File: config.mk
export PLATFORM = sky130hd
export DESIGN_NAME = hazard_ctrl
export DESIGN_NICKNAME = d
export VERILOG_FILES = /design/src/rtl/hazard_ctrl.sv
export SDC_FILE = /design/constraint.sdc
export NUM_CORES = 1
export LEC_CHECK = 0
export ABC_AREA = 1
export CAP_MARGIN = 20
export CORE_MARGIN = 2
export CORE_UTILIZATION = 30
export CTS_CLUSTER_DIAMETER = 30
export DETAILED_ROUTE_END_ITERATION = 8
export MAX_ROUTING_LAYER = met4
export PLACE_DENSITY = 0.69
export SLEW_MARGIN = 20
export SYNTH_ARGS = -nofsm -noshare
export SYNTH_HDL_FRONTEND = slang
export SYNTH_SLANG_ARGS = --single-unit
File: constraint.sdc
create_clock -name Clk -period 2.62 [get_ports Clk]
set_input_delay 0.655 -clock Clk [delete_from_list [all_inputs] [get_ports Clk]]
set_output_delay 0.655 -clock Clk [all_outputs]
set_load 0.01 [all_outputs]
File: src/rtl/hazard_ctrl.sv
// hazard_ctrl: MIPS pipeline hazard controller (load-use stall, branch squash, mul/div hold).
// Optional stall statistics counter enabled by defining HAZARD_STATS_EN.
`default_nettype none

module hazard_ctrl #(
  parameter int MD_LATENCY  = 4,
  parameter int CNT_W       = 4,
  parameter int STALL_CNT_W = 16
) (
  input  logic                   Clk,
  input  logic                   Rst,
  input  logic [4:0]             Rs_ID,
  input  logic [4:0]             Rt_ID,
  input  logic                   UsesRt_ID,
  input  logic                   MemRead_Ex,
  input  logic [4:0]             WReg_Ex,
  input  logic                   BranchTaken_Ex,
  input  logic                   MulDiv_Ex,
  output logic                   PCWrite,
  output logic                   IF_ID_Write,
  output logic                   IF_ID_Flush,
  output logic                   ID_EX_Write,
  output logic                   ID_EX_Flush,
  output logic                   MD_Busy,
  output logic [STALL_CNT_W-1:0] StallCount
);

  typedef enum logic [0:0] {
    RUN     = 1'b0,
    MD_BUSY = 1'b1
  } state_t;

  localparam logic [CNT_W-1:0] MD_INIT = CNT_W'(MD_LATENCY - 1);
  localparam logic [CNT_W-1:0] CNT_ONE = CNT_W'(1);

  state_t           state_q, state_d;
  logic [CNT_W-1:0] cnt_q, cnt_d;
  logic             load_use;

  // Register 0 is hardwired to zero, so a load targeting it can never create a dependency.
  assign load_use = MemRead_Ex && (WReg_Ex != 5'd0) &&
                    ((WReg_Ex == Rs_ID) || (UsesRt_ID && (WReg_Ex == Rt_ID)));

  always_ff @(posedge Clk or posedge Rst) begin
    if (Rst) begin
      state_q <= RUN;
      cnt_q   <= '0;
    end else begin
      state_q <= state_d;
      cnt_q   <= cnt_d;
    end
  end

  always_comb begin
    state_d     = state_q;
    cnt_d       = cnt_q;
    PCWrite     = 1'b1;
    IF_ID_Write = 1'b1;
    IF_ID_Flush = 1'b0;
    ID_EX_Write = 1'b1;
    ID_EX_Flush = 1'b0;
    MD_Busy     = 1'b0;
    case (state_q)
      RUN: begin
        if (BranchTaken_Ex) begin
          IF_ID_Flush = 1'b1;
          ID_EX_Flush = 1'b1;
        end else if (MulDiv_Ex) begin
          PCWrite     = 1'b0;
          IF_ID_Write = 1'b0;
          ID_EX_Write = 1'b0;
          state_d     = MD_BUSY;
          cnt_d       = MD_INIT;
        end else if (load_use) begin
          PCWrite     = 1'b0;
          IF_ID_Write = 1'b0;
          ID_EX_Flush = 1'b1;
        end
      end
      MD_BUSY: begin
        MD_Busy = 1'b1;
        // Cnt==1 is the release cycle: the front end moves again while the op finishes in EX.
        if (cnt_q > CNT_ONE) begin
          PCWrite     = 1'b0;
          IF_ID_Write = 1'b0;
          ID_EX_Write = 1'b0;
          cnt_d       = cnt_q - CNT_ONE;
        end else begin
          state_d = RUN;
          cnt_d   = '0;
        end
      end
      default: begin
        state_d = RUN;
        cnt_d   = '0;
      end
    endcase
  end

`ifdef HAZARD_STATS_EN
  logic [STALL_CNT_W-1:0] stall_cnt_q;

  always_ff @(posedge Clk or posedge Rst) begin
    if (Rst) begin
      stall_cnt_q <= '0;
    end else if (!PCWrite && (stall_cnt_q != '1)) begin
      stall_cnt_q <= stall_cnt_q + STALL_CNT_W'(1);
    end
  end

  assign StallCount = stall_cnt_q;
`else
  assign StallCount = '0;
`endif

endmodule

`default_nettype wire

# [After elaboration in Yosys (flattened, before gate mapping)]
# Index checks and enable logic that the tools add are counted.
[op_classes] n_mux=23 n_reduce_logical=6 n_eq_ne=4 magnitude_cmp=1 bitwise=1 n_addsub=1
[op_table] cell="1-bit 2-to-1 mux" count=16
[op_table] cell="4-bit 2-to-1 mux" count=3
[op_table] cell="5-bit equality test" count=2
[op_table] cell="4-bit case mux with 2 select lines" count=1
[op_table] cell="1-bit case mux with 2 select lines" count=3
[op_table] cell="5-bit nonzero test" count=1
[op_table] cell="4-bit by 1-bit > comparator with 1-bit output, second input constant" count=1
[op_table] cell="2-bit != test, second input constant" count=2
[op_table] cell="4-bit by 1-bit subtractor with 4-bit output, second input constant" count=1
[op_table] cell="1-bit logical AND" count=3
[op_table] cell="2-bit AND reduction" count=1
[op_table] cell="1-bit logical OR" count=1
[op_table] cell="1-bit NOT" count=1
[totals] out_inout_bits=22 regBits=5 in_bits=21 word_cells=38

# [Longest topological paths before layout]
[depth] depth_word=8 depth_mapped=10

# [Worst setup path before layout]
# Ideal clock, no wire load.
[synth_path] path_type="input to output" from="input BranchTaken_Ex" to="output PCWrite" setup_slack_ns=0.570 arrival_time_ns=1.395 stages=7 path_cell_list="inv_1 nor2_1 nor2_2 o21ai_2 nand2_1 inv_1 buf_4"
[synth_between] elab_chain_len=2
[synth_lines] element="start, declared" line="17" text="input logic BranchTaken_Ex,"
[synth_lines] element="1-bit 2-to-1 mux"
[synth_lines] element="1-bit case mux with 2 select lines"
[synth_lines] element="end, declared" line="19" text="output logic PCWrite,"
# Every way passes these cells.

# [Worst setup path after layout]
[layout_path] from="input Rt_ID[2]" to="output IF_ID_Write"
[layout_between] elab_chain_len=8
[layout_lines] element="start, declared" line="13" text="input logic [4:0] Rt_ID,"
[layout_lines] element="5-bit equality test" line="42" text="((WReg_Ex == Rs_ID) || (UsesRt_ID && (WReg_Ex == Rt_ID)));"
[layout_lines] element="1-bit logical AND" line="42"
[layout_lines] element="1-bit logical OR" line="42"
[layout_lines] element="1-bit logical AND" line="41" text="assign load_use = MemRead_Ex && (WReg_Ex != 5'd0) &&"
[layout_lines] element="1-bit 2-to-1 mux" line="74" text="end else if (load_use) begin"
[layout_lines] element="1-bit 2-to-1 mux" line="68" text="end else if (MulDiv_Ex) begin"
[layout_lines] element="1-bit 2-to-1 mux" line="65" text="if (BranchTaken_Ex) begin"
[layout_lines] element="1-bit case mux with 2 select lines" line="63" text="case (state_q)"
[layout_lines] element="end, declared" line="20" text="output logic IF_ID_Write,"
# Every way passes these cells.

==> reports/results.env <==
STATUS='finished clean'
CLOCK_BUFFERS_CREATED_BY_TRITONCTS=3
ROUTED_WL_MM=1.37
SYNTH_AREA_LEADER_CELL='sky130_fd_sc_hd__buf_4'
CORE_REGION_AREA_SQ_MM=0.00198
REG2REG_DEPTH=5
CTS_MAX_PATH_BUFFERS=2
FINALSETUPVIOLATIONS=0
CLOCK_POWER_SHARE=0.151
TIMING.HOLD.WORST_ENDPOINT='cnt_q[0]'
ANTENNA_FOUND_INITIAL=0
MAXCAPVIOLATIONS=0
SETUP-TNS-FINAL_NS=0
POSTSYNTHAREAPERCELL_SQ_UM=5.99
SWITCHING_POWER_uW=266
FILLER_CELL_COUNT=214
LAYOUT_CELLS_SIZED_ABOVE_1=0.102
COMB_POWER_SHARE=0.599
ANT_NETS=0
SW_FRAC_OF_TOTAL=0.438
GRT_MAX_DEGREE=9
SETUP.WORST_PATH.START='Rt_ID[2]'
CTS-ROOT-BUF='sky130_fd_sc_hd__clkbuf_4'
FLOW.AREA_GROWTH_FROM_SYNTHESIS_PCT=39.6
NUM_ANTENNA_CELLS=0
WIRE_LENGTH_OF_THE_FIRST_GLOBAL_ROUTING_PASS_MM=2.18
DP_CELLS=160
CP-START-KIND='primary input'
FINALWORSTPATHREQUIREDPERIOD_NS=2.49
PLACEMENT.CELL_AREA_SQ_UM=878
P_PER_AREA_mW_PER_MM2=679
CRIT-REG2REG-CAPTURE='cnt_q[0]'
CLOCK-SINKS=5
INITIALDRTVIOLATIONCOUNT=3
SYNTH_TOP_AREA_FRAC=0.199
SYN_AREA_SQ_UM=641
SYNTH_SEQ_CELLS=5
POWER.LEAKAGE_nW=0.559
SYNTHESIS.INSTANCES=107
EFFECTIVE_UTILIZATION_AT_FLOORPLAN=0.323
DRT-VIAS-PER-INSTANCE=3.96
SETUP.WORST_PATH.END_CLASS='output port'
PLACEMENTROWS=16
ROUTE.VIAS.TOTAL=649
FINAL_NET_COUNT=161
RSZ0062_AT_GRT='false'
FINALHOLDWORSTSLACK_NS=0.540
GRT-OVFL-TOTAL=0
FINISH.INSTANCE_AREA_SQ_UM=895
MIN-DELAY-START='cnt_q[0]'
PLACE.GP.CONGESTION=0.827
CLKTRANSATPATHREGS_NS=0.04
GRT_USE_TOTAL=0.117
DETAIL_ROUTE.DRC_VIOLATIONS=0
NETLIST-CELL-TYPE-COUNT=18
FINAL_CORE_UTILIZATION=0.451
GRT_PASS1_VIAS=585
SHARE_SEQ_OF_TOTAL_POWER=0.250
CRIT_ARRIVAL_NS=1.83
HOLD-PATH-CELL-COUNT=1
FIRST_PASS_ITERS=4
FLOORPLAN.DIE.WIDTH_MICRONS=50.2
YS_TOP_CELLS_BY_AREA='sky130_fd_sc_hd__buf_4, sky130_fd_sc_hd__dfrtp_1, sky130_fd_sc_hd__nand2_1'
LAYOUT_WORST_PATH_CYCLE_SHARE=0.948
REG2REG_FROM='cnt_q[0]'
DETAILEDPLACEMENTHPWL_MM=1.21
DIE_AREA_SQ_MM=0.00252
TRITONCTS='built'
FINAL-INSTANCE-COUNT-EXCL-FILL=164
YOSYSWARNINGS=0
VDD.IR_DROP.WORST_uV=343
PORT_BUFFERS=26
FINALCLOCKSKEW_NS=0.00153
CTS_MAX_LEVEL=1
HOLD_VIOLATIONS=0
FMAX_MHz=402
HOLD_PATH_CLASS='register to register'
IOPINCOUNT=43
TYPE_OF_THE_SETUP_PATH_WITH_THE_LEAST_SLACK='primary input to output port'
CHIPHEIGHT_MICRONS=50.2
SEQ_AREA_FRAC_SYNTH=0.195
TIMING_MAX_TRANSITION_VIOLATIONS_FINAL=0
REQUIRED_NS=1.97
INTPOWER_uW=342
CRIT_FANOUT=2
TIMING.REG2REG.SETUP_SLACK_NS=1.23
ROUTE.DETAILED.WL_PER_INST_MICRONS=8.35
WORSTSKEWPAIRLATENCY_NS=0.25
==> registers in the layout (all words and copies together), names as in the netlist <==
name / count
cnt_q: 4
state_q: 1
==> cell usage in the layout, fill, tap and decap left out <==
master,synthesis,routed
sky130_fd_sc_hd__nand2_1,31,31
sky130_fd_sc_hd__inv_1,21,21
sky130_fd_sc_hd__conb_1,1,16
sky130_fd_sc_hd__clkdlybuf4s50_1,0,13
sky130_fd_sc_hd__nor2_1,9,8
sky130_fd_sc_hd__dlygate4sd2_1,0,6
sky130_fd_sc_hd__nand3_1,5,5
sky130_fd_sc_hd__dfrtp_1,5,5
sky130_fd_sc_hd__dlymetal6s2s_1,0,4
sky130_fd_sc_hd__inv_2,3,3
sky130_fd_sc_hd__clkbuf_4,0,3
sky130_fd_sc_hd__o211ai_1,2,2
sky130_fd_sc_hd__nor2_2,1,2
sky130_fd_sc_hd__o22ai_1,2,2
sky130_fd_sc_hd__xnor2_1,2,2
sky130_fd_sc_hd__o21ai_0,2,2
sky130_fd_sc_hd__ha_1,2,2
sky130_fd_sc_hd__clkbuf_2,0,2
sky130_fd_sc_hd__buf_4,17,2
sky130_fd_sc_hd__o221ai_1,1,1
sky130_fd_sc_hd__xor2_1,1,1
sky130_fd_sc_hd__o21ai_2,1,1
sky130_fd_sc_hd__nand4_1,1,1
sky130_fd_sc_hd__clkbuf_1,0,1
sky130_fd_sc_hd__buf_2,0,1
==> critical path: stages <==
cell                              delay, ns
sky130_fd_sc_hd__clkdlybuf4s50_1       0.47
sky130_fd_sc_hd__inv_1                 0.04
sky130_fd_sc_hd__nand2_1               0.04
sky130_fd_sc_hd__nand2_1               0.04
sky130_fd_sc_hd__nor2_1                0.10
sky130_fd_sc_hd__nand3_1               0.08
sky130_fd_sc_hd__nand2_1               0.08
sky130_fd_sc_hd__nand3_1               0.07
sky130_fd_sc_hd__nand2_1               0.06
sky130_fd_sc_hd__inv_1                 0.05
sky130_fd_sc_hd__buf_2                 0.14
==> cells in the mapped netlist <==
cell,n
sky130_fd_sc_hd__inv_1,21
sky130_fd_sc_hd__o22ai_1,2
sky130_fd_sc_hd__buf_4,17
sky130_fd_sc_hd__nor2_2,1
sky130_fd_sc_hd__o21ai_2,1
sky130_fd_sc_hd__o21ai_0,2
sky130_fd_sc_hd__o211ai_1,2
sky130_fd_sc_hd__nand4_1,1
sky130_fd_sc_hd__nand2_1,31
sky130_fd_sc_hd__xor2_1,1
sky130_fd_sc_hd__dfrtp_1,5
sky130_fd_sc_hd__ha_1,2
sky130_fd_sc_hd__nand3_1,5
sky130_fd_sc_hd__inv_2,3
sky130_fd_sc_hd__conb_1,1
sky130_fd_sc_hd__nor2_1,9
sky130_fd_sc_hd__xnor2_1,2
sky130_fd_sc_hd__o221ai_1,1
==> how the worst max path moves through the flow <==
stage             endpoint  depth (start not counted)
2_1_floorplan      PCWrite                          7
3_3_place_gp   ID_EX_Flush                         10
3_5_place_dp   ID_EX_Flush                         10
4_1_cts            PCWrite                         11
5_1_grt        IF_ID_Write                         11
6_report       IF_ID_Write                         11
==> cells by family (layout without fill, tap and decap cells) <==
family | Yosys count | after routing | synth area share
DFF | 5 | 5 | 0.195
adders and majority gates | 2 | 2 | 0.0391
xor gates and xnor gates | 3 | 3 | 0.0410
other | 1 | 16 | 0.00585
and+or+nand+nor | 47 | 47 | 0.293
buffers and inverters | 41 | 56 | 0.340
AOI/OAI and AO/OA | 8 | 8 | 0.0859
==> metal layers <==
| metal | vias up | track usage | share of wire |
|---|---|---|---|
| met5 | - | - | 0 |
| met4 | 0 | 0.0694 | 0.019 |
| met3 | 4 | 0.0268 | 0.056 |
| met2 | 24 | 0.221 | 0.54 |
| met1 | 275 | 0.105 | 0.39 |
| li1 | 346 | - | - |
==> cell type report <==
type,instances,area [sq um],share of cell area
inverters,24,90.1,0.101
flip-flops and latches,5,125,0.140
well taps,27,33.8,0.0378
multi-input cells,76,357,0.399
repair buffers,28,263,0.294
clock buffers,4,26.3,0.0294
==> power groups by stage <==
stage / combinational (mW) / sequential (mW) / clock, mW
after floorplan: 0.251 / 0.145 / 0
after global placement: 0.393 / 0.150 / 0
after detailed placement: 0.402 / 0.149 / 0
after CTS: 0.383 / 0.151 / 0.0955
after global routing: 0.406 / 0.157 / 0.104
final: 0.364 / 0.152 / 0.0919
==> stage by stage <==
| stage | setup WS (ns) | total power [mW] |
|---|---|---|
| after global routing | 0.00836 | 0.666 |
| after detailed placement | -0.364 | 0.552 |
| after floorplan | 0.570 | 0.397 |
| after CTS | 0.00474 | 0.630 |
| final | 0.135 | 0.608 |
| after global placement | -0.351 | 0.543 |
==> repair_timing <==
action                                  in CTS  in global routing
pin swaps                                    1                  3
buffers inserted                             0                  0
gates resized for setup                     14                  8
endpoints found under the setup margin       5                  4
hold buffers                                 0                  0
Note: power is estimated with default switching activity, not from simulation.
